==> src/rtl/hgw_icg_pkg.sv <==
// Shared types and defaults for the hardware clock-gating controller.
// The state encoding and parameter defaults live here so testbenches and siblings agree.
package hgw_icg_pkg;

    typedef enum logic [2:0] {
        ST_RUN   = 3'd0,
        ST_COUNT = 3'd1,
        ST_REQ   = 3'd2,
        ST_GATED = 3'd3,
        ST_WAKE  = 3'd4
    } state_e;

    localparam int CNT_W_DEF    = 8;
    localparam int WAKE_CYC_DEF = 2;
    localparam int WCNT_W       = 8;

    // Any of these conditions means the gated domain must keep (or regain) its clock.
    function automatic logic need_clk(input logic busy, input logic wake, input logic auto_en);
        return busy | wake | ~auto_en;
    endfunction

endpackage

==> src/rtl/hgw_icg_ctrl.sv <==
// Idle-driven clock-gating controller: counts idle cycles, handshakes a gate request,
// and holds the clock enable high for a fixed wake window after un-gating.
module hgw_icg_ctrl
    import hgw_icg_pkg::*;
#(
    parameter int CNT_W    = CNT_W_DEF,
    parameter int WAKE_CYC = WAKE_CYC_DEF
) (
    input  logic             clk_i,
    input  logic             rst_i,
    input  logic             auto_en_i,
    input  logic             busy_i,
    input  logic             wake_req_i,
    input  logic [CNT_W-1:0] idle_thresh_i,
    input  logic             gate_ack_i,
    output logic             gate_req_o,
    output logic             hw_en_o,
    output logic             gated_o
);

    state_e              state_r;
    state_e              state_s;
    logic [CNT_W-1:0]    cnt_r;
    logic [CNT_W-1:0]    cnt_s;
    logic [WCNT_W-1:0]   wcnt_r;
    logic [WCNT_W-1:0]   wcnt_s;
    logic                gate_req_r;
    logic                hw_en_r;
    logic                gated_r;
    logic                need_clk_s;
    logic                thresh_zero_s;

    assign need_clk_s    = need_clk(busy_i, wake_req_i, auto_en_i);
    assign thresh_zero_s = (idle_thresh_i == {CNT_W{1'b0}});

    // Next-state, idle counter and wake counter logic.
    always_comb begin
        state_s = state_r;
        cnt_s   = cnt_r;
        wcnt_s  = wcnt_r;
        case (state_r)
            ST_RUN: begin
                if (!need_clk_s && !thresh_zero_s) begin
                    state_s = ST_COUNT;
                    cnt_s   = CNT_W'(1);
                end else begin
                    cnt_s   = {CNT_W{1'b0}};
                end
            end
            ST_COUNT: begin
                // Threshold is re-read on every compare, so a live change applies immediately.
                if (need_clk_s || thresh_zero_s) begin
                    state_s = ST_RUN;
                    cnt_s   = {CNT_W{1'b0}};
                end else if (cnt_r >= idle_thresh_i) begin
                    state_s = ST_REQ;
                    cnt_s   = {CNT_W{1'b0}};
                end else if (cnt_r != {CNT_W{1'b1}}) begin
                    cnt_s   = cnt_r + CNT_W'(1);
                end else begin
                    cnt_s   = cnt_r;
                end
            end
            ST_REQ: begin
                if (need_clk_s) begin
                    state_s = ST_RUN;
                end else if (gate_ack_i) begin
                    state_s = ST_GATED;
                end else begin
                    state_s = ST_REQ;
                end
            end
            ST_GATED: begin
                if (need_clk_s) begin
                    state_s = ST_WAKE;
                    wcnt_s  = {WCNT_W{1'b0}};
                end else begin
                    state_s = ST_GATED;
                end
            end
            ST_WAKE: begin
                // wcnt_r counts completed WAKE cycles; leave on the WAKE_CYC-th edge.
                if (wcnt_r >= WCNT_W'(WAKE_CYC - 1)) begin
                    state_s = ST_RUN;
                    wcnt_s  = {WCNT_W{1'b0}};
                end else begin
                    wcnt_s  = wcnt_r + WCNT_W'(1);
                end
            end
            default: begin
                state_s = ST_RUN;
                cnt_s   = {CNT_W{1'b0}};
                wcnt_s  = {WCNT_W{1'b0}};
            end
        endcase
    end

    // State, counters and outputs registered; outputs decoded from the next state.
    always_ff @(posedge clk_i) begin
        if (rst_i) begin
            state_r    <= ST_RUN;
            cnt_r      <= {CNT_W{1'b0}};
            wcnt_r     <= {WCNT_W{1'b0}};
            gate_req_r <= 1'b0;
            hw_en_r    <= 1'b1;
            gated_r    <= 1'b0;
        end else begin
            state_r    <= state_s;
            cnt_r      <= cnt_s;
            wcnt_r     <= wcnt_s;
            gate_req_r <= (state_s == ST_REQ);
            hw_en_r    <= (state_s != ST_GATED);
            gated_r    <= (state_s == ST_GATED);
        end
    end

    assign gate_req_o = gate_req_r;
    assign hw_en_o    = hw_en_r;
    assign gated_o    = gated_r;

endmodule

==> config.mk <==
export PLATFORM = sky130hd
export DESIGN_NAME = hgw_icg_ctrl
export DESIGN_NICKNAME = d
export VERILOG_FILES = /design/src/rtl/hgw_icg_pkg.sv /design/src/rtl/hgw_icg_ctrl.sv
export SDC_FILE = /design/constraint.sdc
export NUM_CORES = 1
export LEC_CHECK = 0
export BUFFER_PORTS_ARGS = -buffer_cell sky130_fd_sc_hd__clkbuf_2
export CAP_MARGIN = 20
export CORE_ASPECT_RATIO = 2
export CORE_MARGIN = 3
export CORE_UTILIZATION = 45
export CTS_BUF_LIST = sky130_fd_sc_hd__clkbuf_8
export DETAILED_ROUTE_END_ITERATION = 10
export PLACE_DENSITY = 0.67
export SLEW_MARGIN = 10
export SYNTH_ARGS = -nofsm -noshare
export SYNTH_HDL_FRONTEND = slang
export SYNTH_SLANG_ARGS = --single-unit
export TNS_END_PERCENT = 30
==> constraint.sdc <==
create_clock -name clk_i -period 1.8 [get_ports clk_i]
set_input_delay 0.09 -clock clk_i [delete_from_list [all_inputs] [get_ports clk_i]]
set_output_delay 0.09 -clock clk_i [all_outputs]
set_load 0.01 [all_outputs]
==> reports/qor.yml <==
outcome: "complete, but fails checks"
violations: "negative setup slack"
synth_enable_flop_cells: 0
grt_pass1_wl_um: 5770
drt-met1-wl_um: 1250
setup_viol: 4
grt_pass1_vias: 1375
async_reset_ff_frac: 0
cts_root_buf: "clkbuf_8"
drive_above_1_share: 0.382
postLayoutCoreUtil: 0.653
clkSinkCount: 22
syn_to_final_growth_pct: 36.4
maxCapViolCount: 0
yosysWarnings: 0
wl_met3_um: 82
power_frac_comb: 0.094
grt_setup_unrepaired: "true"
crit_path_start_kind: "flip-flop"
cp-startpoint: "cnt_r[0]"
crit_chain: "inv_1 -> ha_4 -> and3_4 -> o21ai_4 -> a31oi_4 -> nor3b_4 -> buf_4 -> buf_6 -> a22oi_2 -> nor2_1"
syn_area_um2: 1330
finalSetupTns_ns: -0.0628
grt-ovfl-total: 0
hold_buffers: 0
vias: 1337
port-buffer-count: 16
drt_wl_total_um: 3540
sw_frac_of_total: 0.217
p_clk_frac: 0.341
p_per_area_nw_per_um2: 477
critPathArrivalTime_ns: 2.02
rows: 27
drt_pass1_iterations: 4
end_kind: "flip-flop"
hpwl_um: 2640
max_freq_mhz: 547
top_layer: "met4"
worstMarginPinSlew_ns: 0.399
reg2reg_from: "cnt_r[0]"
ioPinCount: 17
nets: 232
place.gp.congestion: 0.878
holdCritStartpoint: "gate_ack_i"
path_class: "flip-flop to flip-flop"
start_util: 0.478
die_area_um2: 3670
drt_iter0_drc: 40
internal_power_uw: 675
hold_viol_final: 0
p_sw_uw: 187
ctsLongestPathBuffers: 2
dr_wl_met2_um: 2060
cts_tree: "built"
drc: 0
syn_avg_cell_area_um2: 8.03
max_slew_margin: 0.732
antenna_found_initial: 0
synth-main-ff-cell: "dfxtp_1"
antenna_cells: 0
vias_per_cell: 5.74
grt_start_max_net_pins: 15
core_area_um2: 2770
cpPeakStageDelay_ns: 0.33
syn_inst: 165
die_y_um: 82.7
die_x_um: 44.4
clock_latency_ns: 0.26
hp-class: "input pin to flip-flop"
crit_fanout: 4
cts_made_buffers: 3
yosysUniqueCellTypes: 43
finClkSkew_ns: 0.00412
clkTransAtPathRegs_ns: 0.07
power_frac_seq: 0.565
synth_seq_cells: 22
post-route-period-util: 1.02
crit_required_ns: 1.99
syn-num-nets: 191
max-vdd-ir-drop_mv: 0.540
min_period_ns: 1.83
wl_per_cell_um: 15.2
postRouteAntennaNets: 0
slowest_stage: "dfxtp_2"
p_leak_nw: 0.753
slew_violations: 0
layout_setup_ws_ns: -0.0276
grt_usage: 0.206
seq_area_frac_synth: 0.332
htree_levels: 1
[per-stage QoR]
| step | hold slack [ns] | cell area [um2] | setup WS, ns | cells | power [mW] |
|---|---|---|---|---|---|
| floorplan | 0.159 | 1330 | 0.00108 | 165 | 0.530 |
| global placement | 0.400 | 1580 | -0.0940 | 226 | 0.559 |
| detailed placement | 0.420 | 1580 | -0.184 | 226 | 0.562 |
| CTS | 0.149 | 1710 | -0.0570 | 233 | 0.862 |
| global route | 0.158 | 1810 | -0.115 | 233 | 0.905 |
| finish | 0.147 | 1810 | -0.0276 | 233 | 0.862 |
[critical path: cells and delay by family (launching register included)]
kind / cells / cell delay [ns]
adder cells (fa/ha/maj): 1 / 0.21
buffers and inverters: 3 / 0.36
flip-flops: 1 / 0.33
AND/OR/NAND/NOR: 3 / 0.57
AO/OA/AOI/OAI: 3 / 0.31
[path summary, 6_finish.rpt]
path,to,slack (ns),cells after the start
max,cnt_r[1],-0.03,10
min,gated_o,0.15,3
max reg2reg,cnt_r[1],-0.03,10
min reg2reg,wcnt_r[7],0.50,2
[synth_stat cells, types with 2 or more instances]
cell type,instances,area [um2]
nor2b_1,5,31.3
o21a_1,2,15.0
nor3_1,6,30.0
nand2_1,8,30.0
o21ai_0,5,25.0
nor4_1,3,18.8
a31oi_1,6,37.5
ha_1,12,150
and4_1,2,17.5
nand3_1,7,35.0
a21oi_1,9,45.0
nand4_1,3,18.8
inv_1,15,56.3
nor4b_1,2,17.5
dfxtp_1,22,440
and2_1,2,12.5
nor3b_1,2,15.0
nor2_1,22,82.6
a22oi_1,2,15.0
buf_2,2,10.0
nor2_2,2,12.5
and3_1,4,25.0
clkbuf_1,2,7.51
[area by class of cell]
| type | instances | area, um2 |
|---|---|---|
| Sequential cell | 22 | 448 |
| Timing Repair Buffer | 41 | 272 |
| Fill cell | 246 | 962 |
| Tap cell | 29 | 36.3 |
| Inverter | 15 | 56.3 |
| Multi-Input combinational cell | 123 | 955 |
| Clock buffer | 3 | 41.3 |
[kinds of logic after synthesis]
group                    Yosys count  synth area share
AO/OA/AOI/OAI                     33             0.161
XOR/XNOR                           1           0.00661
adder cells (fa/ha/maj)           12             0.113
buffers and inverters             20            0.0614
flip-flops                        22             0.332
AND/OR/NAND/NOR                   77             0.325
[routing by layer]
metal,GRT usage,vias to the layer above
met5,0,-
met4,0.0997,0
met3,0.0217,13
met2,0.404,28
met1,0.203,625
li1,-,671
[cell usage in the layout (no fill, tap or decap), types with 3 or more instances in the layout]
cell,count
a31oi_1,5
buf_4,24
nor2b_1,4
nand3_1,6
nand2_1,8
o21ai_2,3
nand4_1,3
a21oi_1,9
inv_1,14
clkbuf_2,16
and3_1,3
dfxtp_2,3
ha_4,4
nor3_1,5
clkbuf_8,3
ha_1,7
dfxtp_1,18
nor2_1,22
[sequential cells by signal, summed over array words and instances (netlist names)]
| register | flops |
|---|---|
| state_r | 3 |
| gated_o | 1 |
| gate_req_o | 1 |
| wcnt_r | 8 |
| cnt_r | 8 |
| hw_en_o | 1 |
[repair_timing]
action	in CTS	in global routing
gates resized for setup	11	19
pin swaps	10	19
buffers inserted	4	1
setup endpoints to repair	18	19
[power by group through the flow]
stage	Clock, mW	Sequential (mW)	Combinational, mW
6_report	0.294	0.487	0.0808
5_1_grt	0.328	0.487	0.0906
4_1_cts	0.306	0.489	0.0672
3_5_place_dp	0	0.500	0.0618
3_3_place_gp	0	0.500	0.0592
2_1_floorplan	0	0.500	0.0294
Power figures use the tool's default switching activity.
